## src/rtl/psum_col_accum.sv

```systemverilog
// Column-wise partial-sum accumulator feeding a 2-entry output buffer.
// Optional build macro PSUM_SAT_EN: clamp lane adds and raise sticky o_sat.
module psum_col_accum #(
    parameter int BIT_WIDTH     = 8,
    parameter int NO_COL_KERNEL = 5,
    parameter int ACC_WIDTH     = 2*BIT_WIDTH+4
) (
    input  logic                               i_clk,
    input  logic                               i_rst_n,
    input  logic                               i_prod_valid,
    output logic                               o_prod_ready,
    input  logic [2*BIT_WIDTH*NO_COL_KERNEL-1:0] i_prod_col,
    input  logic [2:0]                         i_kercol,
    output logic                               o_sum_valid,
    input  logic                               i_sum_ready,
    output logic [ACC_WIDTH*NO_COL_KERNEL-1:0] o_sum_col,
    output logic [2:0]                         o_col_cnt,
    output logic                               o_busy,
    output logic                               o_seq_err,
    input  logic                               i_clr_err,
    output logic                               o_sat
);
    localparam int         PW       = 2*BIT_WIDTH;
    localparam logic [2:0] LAST_COL = 3'(NO_COL_KERNEL-1);
    localparam logic [2:0] NUM_COL  = 3'(NO_COL_KERNEL);

    typedef logic [NO_COL_KERNEL-1:0][ACC_WIDTH-1:0] lanes_t;
    typedef enum logic {IDLE = 1'b0, ACCUM = 1'b1} state_t;

    state_t     state_q, state_d;
    logic [2:0] col_cnt_q, col_cnt_d;
    lanes_t     acc_q, acc_d, ent0_q, ent0_d, ent1_q, ent1_d;
    lanes_t     lane_sum;
    logic [1:0] cnt_q, cnt_d;
    logic       seq_err_q, seq_err_d;
    logic       accept, pop, push, restart, in_range, is_last;

    assign restart  = (i_kercol == 3'd0);
    assign in_range = (i_kercol < NUM_COL);
    assign is_last  = (i_kercol == LAST_COL);

`ifdef PSUM_SAT_EN
    logic [NO_COL_KERNEL-1:0] lane_carry;
    logic sat_q, sat_d;
`endif

    // Column 0 always starts a fresh window, so its add ignores the accumulator.
    for (genvar i = 0; i < NO_COL_KERNEL; i++) begin : g_lane
        logic [ACC_WIDTH-1:0] prod_ext, base;
        assign prod_ext = ACC_WIDTH'(i_prod_col[i*PW +: PW]);
        assign base     = restart ? '0 : acc_q[i];
`ifdef PSUM_SAT_EN
        logic [ACC_WIDTH:0] full;
        assign full          = {1'b0, base} + {1'b0, prod_ext};
        assign lane_carry[i] = full[ACC_WIDTH];
        assign lane_sum[i]   = full[ACC_WIDTH] ? '1 : full[ACC_WIDTH-1:0];
`else
        assign lane_sum[i] = base + prod_ext;
`endif
    end

    // Ready ignores a same-cycle pop: no combinational path from i_sum_ready.
    assign o_prod_ready = (cnt_q != 2'd2);
    assign accept       = i_prod_valid && o_prod_ready;
    assign pop          = (cnt_q != 2'd0) && i_sum_ready;
    assign push         = accept && in_range && is_last;

    always_comb begin
        state_d   = state_q;
        col_cnt_d = col_cnt_q;
        acc_d     = acc_q;
        seq_err_d = seq_err_q;
        if (accept) begin
            if (!in_range) begin
                seq_err_d = 1'b1;
                col_cnt_d = 3'd0;
                acc_d     = '0;
                state_d   = IDLE;
            end else begin
                if (i_kercol != col_cnt_q) seq_err_d = 1'b1;
                if (is_last) begin
                    acc_d     = '0;
                    col_cnt_d = 3'd0;
                    state_d   = IDLE;
                end else begin
                    acc_d     = lane_sum;
                    col_cnt_d = i_kercol + 3'd1;
                    state_d   = ACCUM;
                end
            end
        end
        if (i_clr_err) seq_err_d = 1'b0;
    end

    // Push with a full buffer cannot happen, so push+pop implies one entry.
    always_comb begin
        cnt_d  = cnt_q;
        ent0_d = ent0_q;
        ent1_d = ent1_q;
        case ({push, pop})
            2'b10: begin
                if (cnt_q == 2'd0) ent0_d = lane_sum;
                else               ent1_d = lane_sum;
                cnt_d = cnt_q + 2'd1;
            end
            2'b01: begin
                ent0_d = ent1_q;
                cnt_d  = cnt_q - 2'd1;
            end
            2'b11: ent0_d = lane_sum;
            default: ;
        endcase
    end

    always_ff @(posedge i_clk or negedge i_rst_n) begin
        if (!i_rst_n) begin
            state_q   <= IDLE;
            col_cnt_q <= 3'd0;
            acc_q     <= '0;
            ent0_q    <= '0;
            ent1_q    <= '0;
            cnt_q     <= 2'd0;
            seq_err_q <= 1'b0;
        end else begin
            state_q   <= state_d;
            col_cnt_q <= col_cnt_d;
            acc_q     <= acc_d;
            ent0_q    <= ent0_d;
            ent1_q    <= ent1_d;
            cnt_q     <= cnt_d;
            seq_err_q <= seq_err_d;
        end
    end

`ifdef PSUM_SAT_EN
    always_comb begin
        sat_d = sat_q | (accept && in_range && (|lane_carry));
        if (i_clr_err) sat_d = 1'b0;
    end

    always_ff @(posedge i_clk or negedge i_rst_n) begin
        if (!i_rst_n) sat_q <= 1'b0;
        else          sat_q <= sat_d;
    end

    assign o_sat = sat_q;
`else
    assign o_sat = 1'b0;
`endif

    assign o_sum_valid = (cnt_q != 2'd0);
    assign o_sum_col   = ent0_q;
    assign o_col_cnt   = col_cnt_q;
    assign o_busy      = (state_q == ACCUM);
    assign o_seq_err   = seq_err_q;

endmodule
```

## config.mk

```make
export PLATFORM = sky130hd
export DESIGN_NAME = psum_col_accum
export DESIGN_NICKNAME = d
export VERILOG_FILES = /design/src/rtl/psum_col_accum.sv
export SDC_FILE = /design/constraint.sdc
export NUM_CORES = 1
export LEC_CHECK = 0
export CORE_UTILIZATION = 57
export DETAILED_ROUTE_END_ITERATION = 7
export GPL_TIMING_DRIVEN = 0
export PLACE_DENSITY = 0.81
export SKIP_LAST_GASP = 1
export SLEW_MARGIN = 10
export SYNTH_ARGS = -nofsm -noshare
export SYNTH_HDL_FRONTEND = slang
export SYNTH_SLANG_ARGS = --single-unit
```

## constraint.sdc

```tcl
create_clock -name i_clk -period 3.79 [get_ports i_clk]
set_input_delay 0.379 -clock i_clk [delete_from_list [all_inputs] [get_ports i_clk]]
set_output_delay 0.379 -clock i_clk [all_outputs]
set_load 0.05 [all_outputs]
```

After elaboration in Yosys (flattened, before gate mapping)
Index checks and enable logic that the tools add are counted.
- bits in registers: 307
- output and inout port bits: 108
- logic and storage cells: 68
- $add $sub $neg: 8
- order comparisons: 1
- equal/unequal tests: 8
- multiplexer cells: 18
- bitwise logic cells: 1
- reductions and logical operators: 13
- operator list (cell ; number):
    two-way mux 100 bit ; 3
    one-hot mux 100 bit (3 select lines) ; 1
    adder 20 x 16 -> 20 bit ; 5
    two-way mux 20 bit ; 5
    two-way mux 1 bit ; 6
    two-way mux 3 bit ; 2
    AND reduction 2 bit ; 3
    nonzero test 2 bit ; 3
    == test 2 bit (second input constant) ; 2
    logical AND 1 bit ; 4
    != test 2 bit (second input constant) ; 2
    one-hot mux 2 bit (2 select lines) ; 1
    adder 3 x 1 -> 3 bit (second input constant) ; 1
    == test 3 bit (second input constant) ; 1
    zero test 3 bit ; 1
    < comparator 3 bit (second input constant) ; 1
    != test 3 x 2 -> 1 bit (second input constant) ; 1
    != test 3 bit ; 1
    nonzero test 3 bit ; 1
    adder 2 x 1 -> 2 bit (second input constant) ; 1
    == test 2 x 1 -> 1 bit (second input constant) ; 1
    zero test 2 bit ; 1
    subtractor 2 x 1 -> 2 bit (second input constant) ; 1
    inverter 1 bit ; 1

Logic depth before layout (Yosys ltp)
- word-level depth: 7
- depth in mapped cells: 17
- mapped depth without buffers: 14

Worst setup path after synthesis
OpenSTA, ideal clock, no wires.
- path kind: input-to-reg
- from: in i_kercol[0]
- to: reg ent0_q (netlist bit o_sum_col[72])
- setup time: 135 ps
- arrival: 3325 ps
- data required time: 3655 ps
- path slack: 329 ps
- stages on the path: 16
- buffers on the path: 3
- cells stage by stage: inv_1 > ha_1 > nand2b_1 > clkbuf_1 > clkbuf_1 > clkbuf_1 > and2_1 > ha_1 > fa_1 > a211oi_1 > o21ai_1 > and2_1 > a31oi_1 > o21ai_0 > a211oi_1 > o21ai_0
- cells in the longest elaborated chain, start to end: 6
- elaborated cells between the ends (all ways): 15
- RTL lines (what ; line ; source):
    start: declaration ; 13 ; input logic [2:0] i_kercol,
    parallel branches: the longest is 6 deep, another holds adder 20 x 16 -> 20 bit ; -- ;
    end signal: assignment ; 128 ; ent0_q <= ent0_d;
    end: declaration ; 32 ; lanes_t acc_q, acc_d, ent0_q, ent0_d, ent1_q, ent1_d;
Several ways; the timed one is not identified. The select of a mux whose other input is x is not followed.
A chain may end at the register's enable or synchronous reset.

Final worst setup path
- from: in i_kercol[2]
- to: reg ent0_q (netlist bit o_sum_col[34])
The elaborated chain is that of the path after synthesis.

==> flow_summary.json <==
{
  "syn_area_mm2": 0.0168,
  "wl_per_cell_um": 20.7,
  "cts_buffers": 35,
  "crit_required_ps": 4220,
  "tightest_slew_ps": 1100,
  "fin_worst_skew_ps": 17.3,
  "min_period_ps": 3660,
  "hp-class": "in -> reg",
  "io_pins": 196,
  "drt_iter0_drc": 1423,
  "core_mm2": 0.0289,
  "syn_avg_cell_area_um2": 9.13,
  "nFillCells": 2151,
  "place_hpwl_um": 36400,
  "clk_pin_slew_ps": 60,
  "grt_pass1_vias": 14800,
  "setup_ws_ps": 125,
  "die_width_um": 174,
  "port_buffers": 194,
  "critPathMaxStageDelay_ps": 550,
  "dieArea_mm2": 0.0301,
  "fin_crit_sh": 0.967,
  "hp-start": "i_kercol[0]",
  "cp-startpoint": "i_kercol[2]",
  "layout_commonest_cell": "dfrtp_1",
  "drtPass1Iterations": 6,
  "status": "complete, no violations",
  "slew-limit-headroom": 0.268,
  "grt_start_max_net_pins": 109,
  "crit_fanout": 10,
  "synthTopCellsByArea": "dfrtp_1 46%, nand2_1 6.4%, ha_1 6.3%",
  "h-tree-depth": 2,
  "worst_setup_path_end_kind": "register",
  "routed_wl_um": 51500,
  "hold_viol": 0,
  "rrSetupSlack_ps": 170,
  "ys_seq_elements": 307,
  "grt_pass1_wl_um": 80300,
  "insertion_delay_ps": 530,
  "cts_sinks": 307,
  "synth_top_flop_cell": "dfrtp_1",
  "setup_viol": 0,
  "grt-ovfl-total": 0,
  "start_util": 0.582,
  "p_per_area_mw_per_mm2": 875,
  "r2r_cells": 10,
  "critPathArrivalTime_ps": 4100,
  "drc": 0,
  "crit_path_end": "o_sum_col[34]",
  "vias_per_cell": 6.15,
  "pre_cts_slack_ps": -1550,
  "grt_use_total": 0.342,
  "r2r-end": "o_sum_col[61]",
  "grt_antenna_before_repair": 0,
  "fmax_mhz": 273,
  "p_leak_uw": 0.00939,
  "gp_congestion": 0.950,
  "ir_drop_v": 0.000670,
  "synth_area_leader_cell": "dfrtp_1",
  "syn_inst": 1840,
  "fin_nets": 2253,
  "synth_fp_nets": 2017,
  "area_growth_syn_to_layout_pct": 22.8,
  "async_flop_share": 1.00,
  "cts_root_buffer": "clkbuf_16",
  "yosysSeqAreaShare": 0.458,
  "yosys_warnings": 0,
  "rsz0062_at_grt": "false",
  "drive_gt1_frac": 0.0761,
  "n_antenna_cell": 0,
  "slew_violations": 0,
  "synthDistinctLibCells": 73,
  "cap_viol_max_count": 0,
  "die_h_um": 174,
  "worstSetupPathType": "in -> reg",
  "synth_edf_count": 0,
  "num_rows": 62,
  "layout_common_cells": "307 x dfrtp_1, 288 x nand2_1, 203 x o21ai_0",
  "synth_top_area_frac": 0.458,
  "path_cells": "clkdlybuf4s50_1, nand2b_4, clkbuf_4, clkbuf_4, and2_1, ha_1, fa_1, a21oi_2, o21ai_1, a21oi_2, o21bai_1, a311oi_2, xnor2_2, nand2_1, a31oi_1",
  "ant_nets": 0,
  "reg2reg_from": "cnt_q[0]",
  "cp_slowest_cell": "clkdlybuf4s50_1",
  "hold_slack_ps": 231,
  "routed-via-count": 15300,
  "cts_buffer_depth": 3,
  "worst_setup_path_start_kind": "input port",
  "cts_tree": "built"
}
[cells by family after synthesis]
group,count (synthesis),synth area share
simple gates,592,0.160
compound gates,591,0.210
flops,307,0.458
buf+inv,133,0.0320
fa+ha+maj,89,0.0686
xor+xnor,87,0.0454
mux,40,0.0259
other cells,1,0.000223
[sequential cells by signal, indices dropped and copies added (netlist names)]
name,cells
acc_q,100
cnt_q,2
ent1_q,100
o_busy,1
o_col_cnt,3
o_seq_err,1
o_sum_col,100
[layer usage]
metal,up-vias,track usage,part of all wire
met5,-,0,0
met4,0,0.160,0.047
met3,168,0.0513,0.082
met2,703,0.548,0.46
met1,7494,0.460,0.41
li1,6934,-,-
[cell type report]
type | instances | area, µm² | share of cell area
inverter | 31 | 116 | 0.00564
timing repair buffer | 200 | 2040 | 0.0989
buffer | 101 | 438 | 0.0212
clock buffer | 51 | 1020 | 0.0493
sequential | 307 | 7680 | 0.372
tap | 384 | 480 | 0.0233
clock inverter | 13 | 163 | 0.00789
multi-input combinational | 1400 | 8690 | 0.421
[synthesized netlist by cell type (5+ instances only)]
master	count
o21ai_0	206
nor3_1	9
o21a_1	10
o21bai_1	16
nand3_1	33
a21oi_1	150
xnor2_1	46
or3_1	5
buf_4	5
nand2b_1	8
nand2_1	288
clkbuf_1	79
nor2b_1	11
and2_1	86
o21ai_1	55
and3_1	27
a21o_1	25
ha_1	84
a22o_1	31
o211ai_1	8
inv_1	29
mux2_2	28
buf_2	15
o31ai_1	15
nor2_1	107
fa_1	5
o22ai_1	7
dfrtp_1	307
mux2i_1	12
xor2_1	41
a31oi_1	21
[report_power, final]
| part | total, µW | leakage [µW] | switching [µW] | internal (µW) |
|---|---|---|---|---|
| sequential | 5310 | 0.00401 | 787 | 4530 |
| clock | 3470 | 0.000583 | 1390 | 2080 |
| combinational | 9250 | 0.00480 | 5970 | 3280 |
| total | 18000 | 0.00939 | 8150 | 9890 |
[through the flow]
| step | total power (µW) | TNS [ps] | instance area, µm² | std cells | util |
|---|---|---|---|---|---|
| floorplan | 11400 | 0 | 16800 | 1840 | - |
| global route | 19000 | 0 | 20600 | 2487 | 0.715 |
| CTS | 17800 | -64.6 | 20500 | 2485 | 0.712 |
| finish | 18000 | 0 | 20600 | 2487 | 0.715 |
| detailed placement | 14300 | -265790 | 19300 | 2420 | 0.668 |
| global placement | 14000 | -3550590 | 19200 | 2418 | 0.666 |
[worst max-delay path, delay by kind of cell]
kind            cells  cell delay, ps
compound gates      6            1260
buf+inv             3            1050
fa+ha+maj           2             650
simple gates        3             570
xor+xnor            1             180
[worst min-delay path by stage]
stage,to,slack [ps],cells past startpoint
after detailed placement,acc_q[68],460,2
after CTS,o_seq_err,390,2
final,o_col_cnt[0],230,2
after global routing,o_col_cnt[0],240,2
after floorplan,acc_q[0],80,0
after global placement,ent1_q[78],450,2
[timing repair]
| action | CTS | global route |
|---|---|---|
| pin swaps | 3 | 5 |
| setup buffers | 1 | 2 |
| hold endpoints to repair | 97 | 0 |
| cloned | 0 | 0 |
| hold buffers | 1 | 0 |
| setup endpoints to repair | 243 | 96 |
| gates resized for setup | 25 | 18 |
Power figures use the tool's default switching activity.
